`config.mk`:
```
export PLATFORM = sky130hd
export DESIGN_NAME = pow3_unit
export DESIGN_NICKNAME = d
export VERILOG_FILES = /design/src/rtl/pow3_unit.sv
export SDC_FILE = /design/constraint.sdc
export NUM_CORES = 1
export LEC_CHECK = 0
export ABC_AREA = 1
export CORE_MARGIN = 8
export CORE_UTILIZATION = 35
export CTS_CLUSTER_DIAMETER = 120
export DETAILED_ROUTE_END_ITERATION = 6
export DONT_BUFFER_PORTS = 1
export SYNTH_ARGS = -nofsm -noshare
export SYNTH_HDL_FRONTEND = slang
export SYNTH_SLANG_ARGS = --single-unit
```
`constraint.sdc`:
```
create_clock -name clk_i -period 3.3 [get_ports clk_i]
set_input_delay 0.66 -clock clk_i [delete_from_list [all_inputs] [get_ports clk_i]]
set_output_delay 0.66 -clock clk_i [all_outputs]
set_load 0.02 [all_outputs]
```
`src/rtl/pow3_unit.sv`:
```
// Sequential cube calculator: y = a^3 using one shift-add multiplier, run
// first for a*a and then for (a*a)*a; start/busy handshake, held result.
module pow3_unit (
  input  logic        clk_i,
  input  logic        rst_i,
  input  logic [7:0]  a_bi,
  input  logic        start_i,
  output logic        busy_o,
  output logic [23:0] y_bo
);

  typedef enum logic [1:0] {IDLE, MUL1, MUL2} state_t;

  state_t      state;
  logic [7:0]  a_reg;
  logic [2:0]  cnt;
  logic [23:0] acc;
  logic [15:0] sq;

  logic [23:0] operand;
  logic [23:0] addend;
  logic [23:0] sum;

  // The single shared adder: multiplicand is a during squaring, the square during cubing.
  always_comb begin
    operand = (state == MUL2) ? {8'd0, sq} : {16'd0, a_reg};
    addend  = 24'd0;
    if (a_reg[cnt])
      addend = operand << cnt;
    sum = acc + addend;
  end

  always_ff @(posedge clk_i or negedge rst_i) begin
    if (!rst_i) begin
      state  <= IDLE;
      a_reg  <= 8'd0;
      cnt    <= 3'd0;
      acc    <= 24'd0;
      sq     <= 16'd0;
      busy_o <= 1'b0;
      y_bo   <= 24'd0;
    end else begin
      case (state)
        IDLE: begin
          if (start_i) begin
            a_reg  <= a_bi;
            acc    <= 24'd0;
            cnt    <= 3'd0;
            busy_o <= 1'b1;
            state  <= MUL1;
          end
        end
        MUL1: begin
          cnt <= cnt + 3'd1;
          if (cnt == 3'd7) begin
            sq    <= sum[15:0];
            acc   <= 24'd0;
            state <= MUL2;
          end else begin
            acc <= sum;
          end
        end
        MUL2: begin
          cnt <= cnt + 3'd1;
          if (cnt == 3'd7) begin
            y_bo   <= sum;
            acc    <= 24'd0;
            busy_o <= 1'b0;
            state  <= IDLE;
          end else begin
            acc <= sum;
          end
        end
        default: begin
          state  <= IDLE;
          busy_o <= 1'b0;
        end
      endcase
    end
  end

endmodule

```
==> results.json, run 1 <==
{
  "area_delta_synth_final_pct": 11.84,
  "path_cells": "inv_1 -> ha_1 -> buf_12 -> o21ai_1 -> o21ai_1 -> o21ai_1 -> nand2_1 -> nor2_1 -> ha_1 -> nand2_1 -> inv_1 -> nand2_1 -> nand3_2 -> nand3_1 -> nand3b_1 -> nand3_1 -> nand2_1",
  "ir_drop_mv": 0.3526,
  "first_pass_iters": 7,
  "netlist_area_um2": 5600,
  "synth.top_cells.by_count": "327 x nand2_1, 105 x inv_1, 78 x dfrtp_1",
  "skew_ns": 0.009406,
  "status": "complete, no violations",
  "netlist_instances": 845,
  "synth-edff-count": 0,
  "fin_util": 0.3972,
  "drv_slew": 0,
  "cts_inserted_buffers": 9,
  "gp_congestion": 0.8862,
  "grt_pass1_vias": 4959,
  "clk_latency_ns": 0.35,
  "avgRoutedWirePerCell_um": 15.43,
  "fin_crit_ns": 3.072,
  "cts_buffer_depth": 2,
  "p_leak_nw": 3.401,
  "ys_seq_area_frac": 0.3485,
  "yosysTopAreaCell": "dfrtp_1",
  "cts_tree": "yes",
  "end_kind": "flop",
  "synth_top_area_frac": 0.3485,
  "setup.worst_path.class": "reg2reg",
  "r2r_slack_ns": 0.23,
  "grt_pass1_wl_mm": 26.41,
  "clock_power_share": 0.161,
  "synth_nets": 885,
  "reg.largest.list": "acc (24), y_bo (24), sq (16)",
  "rsz0062_at_grt": "yes",
  "dominantRegCellSynth": "dfrtp_1",
  "worstPathRequired_ns": 3.53,
  "n_fill_cell": 1723,
  "dp_hpwl_mm": 12.07,
  "hold_class": "in2async",
  "final_area_um2": 6264,
  "initial_core_util": 0.3551,
  "setup_viol": 0,
  "final_nets": 893,
  "crit_path_end": "sq[13]",
  "grt_usage": 0.1693,
  "placed_area_um2": 5808,
  "hold_ws_ns": 0.1280,
  "grt_start_max_net_pins": 42,
  "tns_ns": 0,
  "finalHoldViolCount": 0,
  "viasPerCell": 4.894,
  "portBuffers": 0,
  "worstMarginPinSlew_ns": 1.026,
  "critPathMostFrequentCell": "nand2_1",
  "wl_mm": 16.57,
  "cp_slowest_cell": "dfrtp_1",
  "die_h_um": 142.5,
  "h-tree-depth": 3,
  "maxSlewHeadroom": 0.3137,
  "r2r_cells": 17,
  "switching_share": 0.5066,
  "clk_pin_slew_ns": 0.06,
  "drive_gt1_frac": 0.09207,
  "fp-row-count": 46,
  "cpPeakStageDelay_ns": 0.36,
  "grt.overflow.total": 0,
  "rr_startpoint": "state[0]",
  "internal_power_w": 0.002926,
  "finalCritPeriodShare": 0.9309,
  "drt_iter0_drc": 388,
  "p_seq_frac": 0.240,
  "cts.sinks": 78,
  "switching_power_w": 0.003004,
  "ys_types": 38,
  "start_kind": "flop",
  "boundaryPins": 36,
  "die_area_um2": 20300,
  "arrival_ns": 3.30,
  "synthArstFlopShare": 1.000,
  "drcViolationCount": 0,
  "p_comb_frac": 0.599,
  "maxCapViolCount": 0,
  "synth_area_leaders": "dfrtp_1 35%, nand2_1 22%, inv_1 7.0%",
  "r2r-end": "sq[13]",
  "num_antenna_cells": 0,
  "detail-route-antenna-nets": 0,
  "grt_antenna_before_repair": 0,
  "die_w_um": 142.5,
  "fmax_mhz": 325.5,
  "vias": 5256,
  "coreArea_um2": 15770,
  "critPathMaxFanout": 28,
  "synth_warnings": 0,
  "startpoint": "state[0]",
  "pwr_density_cell_nw_per_um2": 946.6,
  "synth.ff_latch_count": 78,
  "cts.root.buffer_cell": "clkbuf_16",
  "synth_area_per_cell_um2": 6.628,
  "yosysMostFrequentCell": "nand2_1"
}
## power by group through the flow
stage          combinational (W)  sequential, W  clock, W
6_report                 0.00355        0.00142  0.000954
2_1_floorplan            0.00251        0.00137         0
5_1_grt                  0.00398        0.00146   0.00101
3_3_place_gp             0.00333        0.00144         0
4_1_cts                  0.00339        0.00142  0.000970
3_5_place_dp             0.00336        0.00144         0
## critical path, delay by kind of cell, from the launching register on
kind	cells	cell delay [ns]
AO/OA/AOI/OAI	3	0.55
adder cells (fa/ha/maj)	2	0.56
flip-flops	1	0.36
AND/OR/NAND/NOR	9	1.19
buffers and inverters	3	0.30
## per-stage QoR
step                      std cells  setup WS (ns)  total power [W]
after floorplan                 845         0.6012         0.003879
after global placement         1047         0.1806         0.004769
after detailed placement       1047         0.1646         0.004799
after CTS                      1067         0.1416         0.005787
after global routing           1074      -0.009867         0.006445
final                          1074         0.2281         0.005929
## kinds of logic (layout without fill, tap and decap cells)
kind of cell               Yosys count  in the layout  share of synthesized area
and+or+nand+nor                    487            487                     0.3693
buffers and inverters              135            148                     0.1005
AOI/OAI and AO/OA                  108            108                     0.1028
DFF                                 78             78                     0.3485
adders and majority gates           29             29                    0.06613
xor gates and xnor gates             7              7                    0.01095
muxes                                1              1                   0.001787
## per-layer routing
metal	GRT usage	wire length [µm]	up-vias
met5	0	0	-
met2	0.2605	7332	129
met3	0.03690	902	13
met4	0.05425	287	0
met1	0.2306	8050	2418
li1	-	-	2696
## worst min-delay path by stage
stage | startpoint | slack [ns] | endpoint | cells after the start
2_1_floorplan | rst_i | 0.36 | a_reg[0] | 0
3_3_place_gp | rst_i | 0.37 | acc[5] | 0
3_5_place_dp | rst_i | 0.37 | acc[7] | 0
4_1_cts | rst_i | 0.0003 | acc[0] | 0
5_1_grt | rst_i | 0.13 | acc[0] | 1
6_report | rst_i | 0.13 | acc[0] | 1
## repair_timing
item                                   CTS  global route
hold buffers                             4             3
buffers inserted                         0             4
gates resized for setup                  0            19
setup endpoints to repair                0            42
endpoints found under the hold margin   20            25
## cell type report
cell class	instances	area (µm²)	share of cell area
Multi-Input combinational cell	632	3154	0.5036
Sequential cell	78	1952	0.3116
Inverter	112	420.4	0.06712
Tap cell	216	270.3	0.04315
Clock buffer	11	242.7	0.03875
Timing Repair Buffer	20	190.2	0.03036
Clock inverter	5	33.78	0.005394
## placed cells by master (no fill, tap or decap), types with 3 or more instances in the layout
| cell | netlist | final |
|---|---|---|
| nor2_2 | 6 | 8 |
| a21oi_2 | 1 | 6 |
| nand2_2 | 9 | 9 |
| o21ai_0 | 37 | 34 |
| nand3_1 | 58 | 56 |
| buf_4 | 3 | 12 |
| nor2_1 | 55 | 52 |
| nand3b_1 | 9 | 9 |
| o21ai_1 | 29 | 32 |
| inv_1 | 105 | 105 |
| clkbuf_16 | 0 | 9 |
| o21ai_2 | 3 | 3 |
| nand3_2 | 5 | 7 |
| a21oi_1 | 30 | 25 |
| ha_1 | 28 | 24 |
| nand2_1 | 327 | 327 |
| dlygate4sd3_1 | 0 | 6 |
| inv_2 | 7 | 7 |
| nand4_1 | 5 | 5 |
| dfrtp_1 | 78 | 78 |
| ha_2 | 0 | 3 |
| nor3_1 | 5 | 5 |
| or2_1 | 3 | 3 |
| nor2_4 | 2 | 3 |
| xnor2_1 | 7 | 6 |
Note: power is estimated with default switching activity, not from simulation.
==> run 2, diff against run 1 <==
Settings changed: MAX_ROUTING_LAYER set to met4, SLEW_MARGIN set to 20.
==> run 2 against run 1 <==
Compared with the run above: total power grew 3.1%; count of clock-buffer cells in the layout shrank 1; register-to-register slack lost 0.05 ns; critical endpoint is now y_bo[8]; sequential power is essentially flat; critical path type unchanged; cell count shrank 0.47%; via count shrank 0.76%; flip-flop and latch count is the same.
==> results.json, run 2 (synthesis results as in run 1) <==
{
  "cp_slowest_cell": "fa_1",
  "worstMarginPinSlew_ns": 0.9371,
  "path_cells": "inv_1 -> ha_4 -> clkbuf_16 -> o21ai_1 -> nand2_1 -> nor3_1 -> ha_2 -> inv_1 -> fa_1 -> inv_1 -> nand3_1 -> nand3_2 -> nand2_1 -> nand2_2 -> xnor2_1 -> buf_4 -> o21ai_1",
  "drcViolationCount": 0,
  "cts_tree": "yes",
  "initial_core_util": 0.3551,
  "final_cell_mix": "327 x nand2_1, 105 x inv_1, 78 x dfrtp_1",
  "fp-row-count": 46,
  "coreArea_um2": 15770,
  "clk_pin_slew_ns": 0.06,
  "die_h_um": 142.5,
  "grt_pass1_vias": 4939,
  "met1_length_mm": 8.335,
  "portBuffers": 0,
  "final_cells": 1069,
  "worstPathRequired_ns": 3.53,
  "startpoint": "state[0]",
  "maxCapViolCount": 0,
  "finalHoldViolCount": 0,
  "start_kind": "flop",
  "status": "complete, no violations",
  "hold_class": "in2async",
  "cts_buffer_depth": 2,
  "rr_startpoint": "state[0]",
  "drt_iter0_drc": 335,
  "boundaryPins": 36,
  "grt_start_max_net_pins": 64,
  "num_antenna_cells": 0,
  "die_area_um2": 20300,
  "arrival_ns": 3.35,
  "fin_util": 0.4005,
  "avgRoutedWirePerCell_um": 15.81,
  "cts.sinks": 78,
  "gp_congestion": 0.9293,
  "routed.top_layer": "met4",
  "grt_pass1_wl_mm": 26.61,
  "final_common_cell": "nand2_1",
  "pwr_density_cell_nw_per_um2": 967.7,
  "cts_inserted_buffers": 9,
  "grt_usage": 0.1761,
  "dp_cells": 1048,
  "vias": 5216,
  "grt.overflow.total": 0,
  "wl_met3_um": 677,
  "viasPerCell": 4.879,
  "final_nets": 889,
  "drv_slew": 0,
  "ir_drop_mv": 0.4079,
  "finalCritPeriodShare": 0.9451,
  "wl_mm": 16.90,
  "fin_crit_ns": 3.119,
  "area_delta_synth_final_pct": 12.78,
  "path_delay_family": "adder cells",
  "cp_num_buf_inv": 5,
  "fmax_mhz": 320.6,
  "tns_ns": 0,
  "clk_latency_ns": 0.35,
  "critPathMaxFanout": 14,
  "critPathMostFrequentCell": "inv_1",
  "end_kind": "flop",
  "met2_length_mm": 7.434,
  "p_leak_nw": 3.404,
  "setup_viol": 0,
  "h-tree-depth": 3,
  "dp_hpwl_mm": 12.58,
  "reg.largest.list": "acc (24), y_bo (24), sq (16)",
  "cpPeakStageDelay_ns": 0.42,
  "detail-route-antenna-nets": 0,
  "setup.worst_path.class": "reg2reg",
  "die_w_um": 142.5,
  "grt_antenna_before_repair": 0,
  "skew_ns": 0.009275,
  "cts.root.buffer_cell": "clkbuf_16",
  "maxSlewHeadroom": 0.3746,
  "drive_gt1_frac": 0.09379,
  "hold_ws_ns": 0.1821,
  "first_pass_iters": 5
}
run 2: cell count changes in the layout (fill, tap and decap cells not counted), sizes merged:
cell / before / now
inv: 113 / 112
clkinv: 2 / 1
dlygate4sd3: 6 / 2
buf: 14 / 13
bufinv: 0 / 2
run 2: power breakdown:
part	total [W]	switching (W)	internal (W)
Clock	0.00110	0.000415	0.000680
Combinational	0.00358	0.00239	0.00119
Sequential	0.00144	0.000219	0.00122
run 2: layout make-up:
type	count	area [µm²]
clock buffer	10	239.0
sequential	78	1952
inverter	112	420.4
tap	216	270.3
fill	1697	9454
clock inverter	5	83.83
timing repair buffer	16	175.2
multi-input combinational	632	3176
run 2: worst paths after layout:
kind / endpoint / slack, ns / cells past startpoint
min reg2reg: sq[11] / 0.49 / 2
min: acc[3] / 0.18 / 1
max: y_bo[8] / 0.18 / 17
min in group clk_i: a_reg[0] / 0.47 / 2
max reg2reg: y_bo[8] / 0.18 / 17
max in group asynchronous: acc[21] / 2.19 / 1
run 2: per-stage QoR:
step           setup slack, ns  total power [W]  instance area (µm²)
2_1_floorplan           0.6012         0.003879                 5600
3_3_place_gp           0.06481         0.004835                 5816
3_5_place_dp           0.03589         0.004842                 5816
4_1_cts                0.01097         0.005984                 6186
5_1_grt              -0.008049         0.006599                 6316
6_report                0.1812         0.006112                 6316
run 2: worst reg2reg max path: stages (launching register included):
cell       delay [ns]
dfrtp_1          0.37
inv_1            0.09
ha_4             0.19
clkbuf_16        0.17
o21ai_1          0.22
nand2_1          0.10
nor3_1           0.24
ha_2             0.23
inv_1            0.05
fa_1             0.42
inv_1            0.08
nand3_1          0.07
nand3_2          0.13
nand2_1          0.08
nand2_2          0.09
xnor2_1          0.20
buf_4            0.19
o21ai_1          0.05
run 2: per-layer routing:
layer	vias to the layer above	track usage
met5	-	-
met4	0	0.07327
met3	26	0.02549
met2	101	0.2613
met1	2422	0.2359
li1	2667	-
run 2: timing repair:
action,4_1_cts,5_1_grt
endpoints found under the setup margin,0,41
setup buffers,0,2
hold buffers,3,0
endpoints found under the hold margin,63,0
resized for setup,0,23
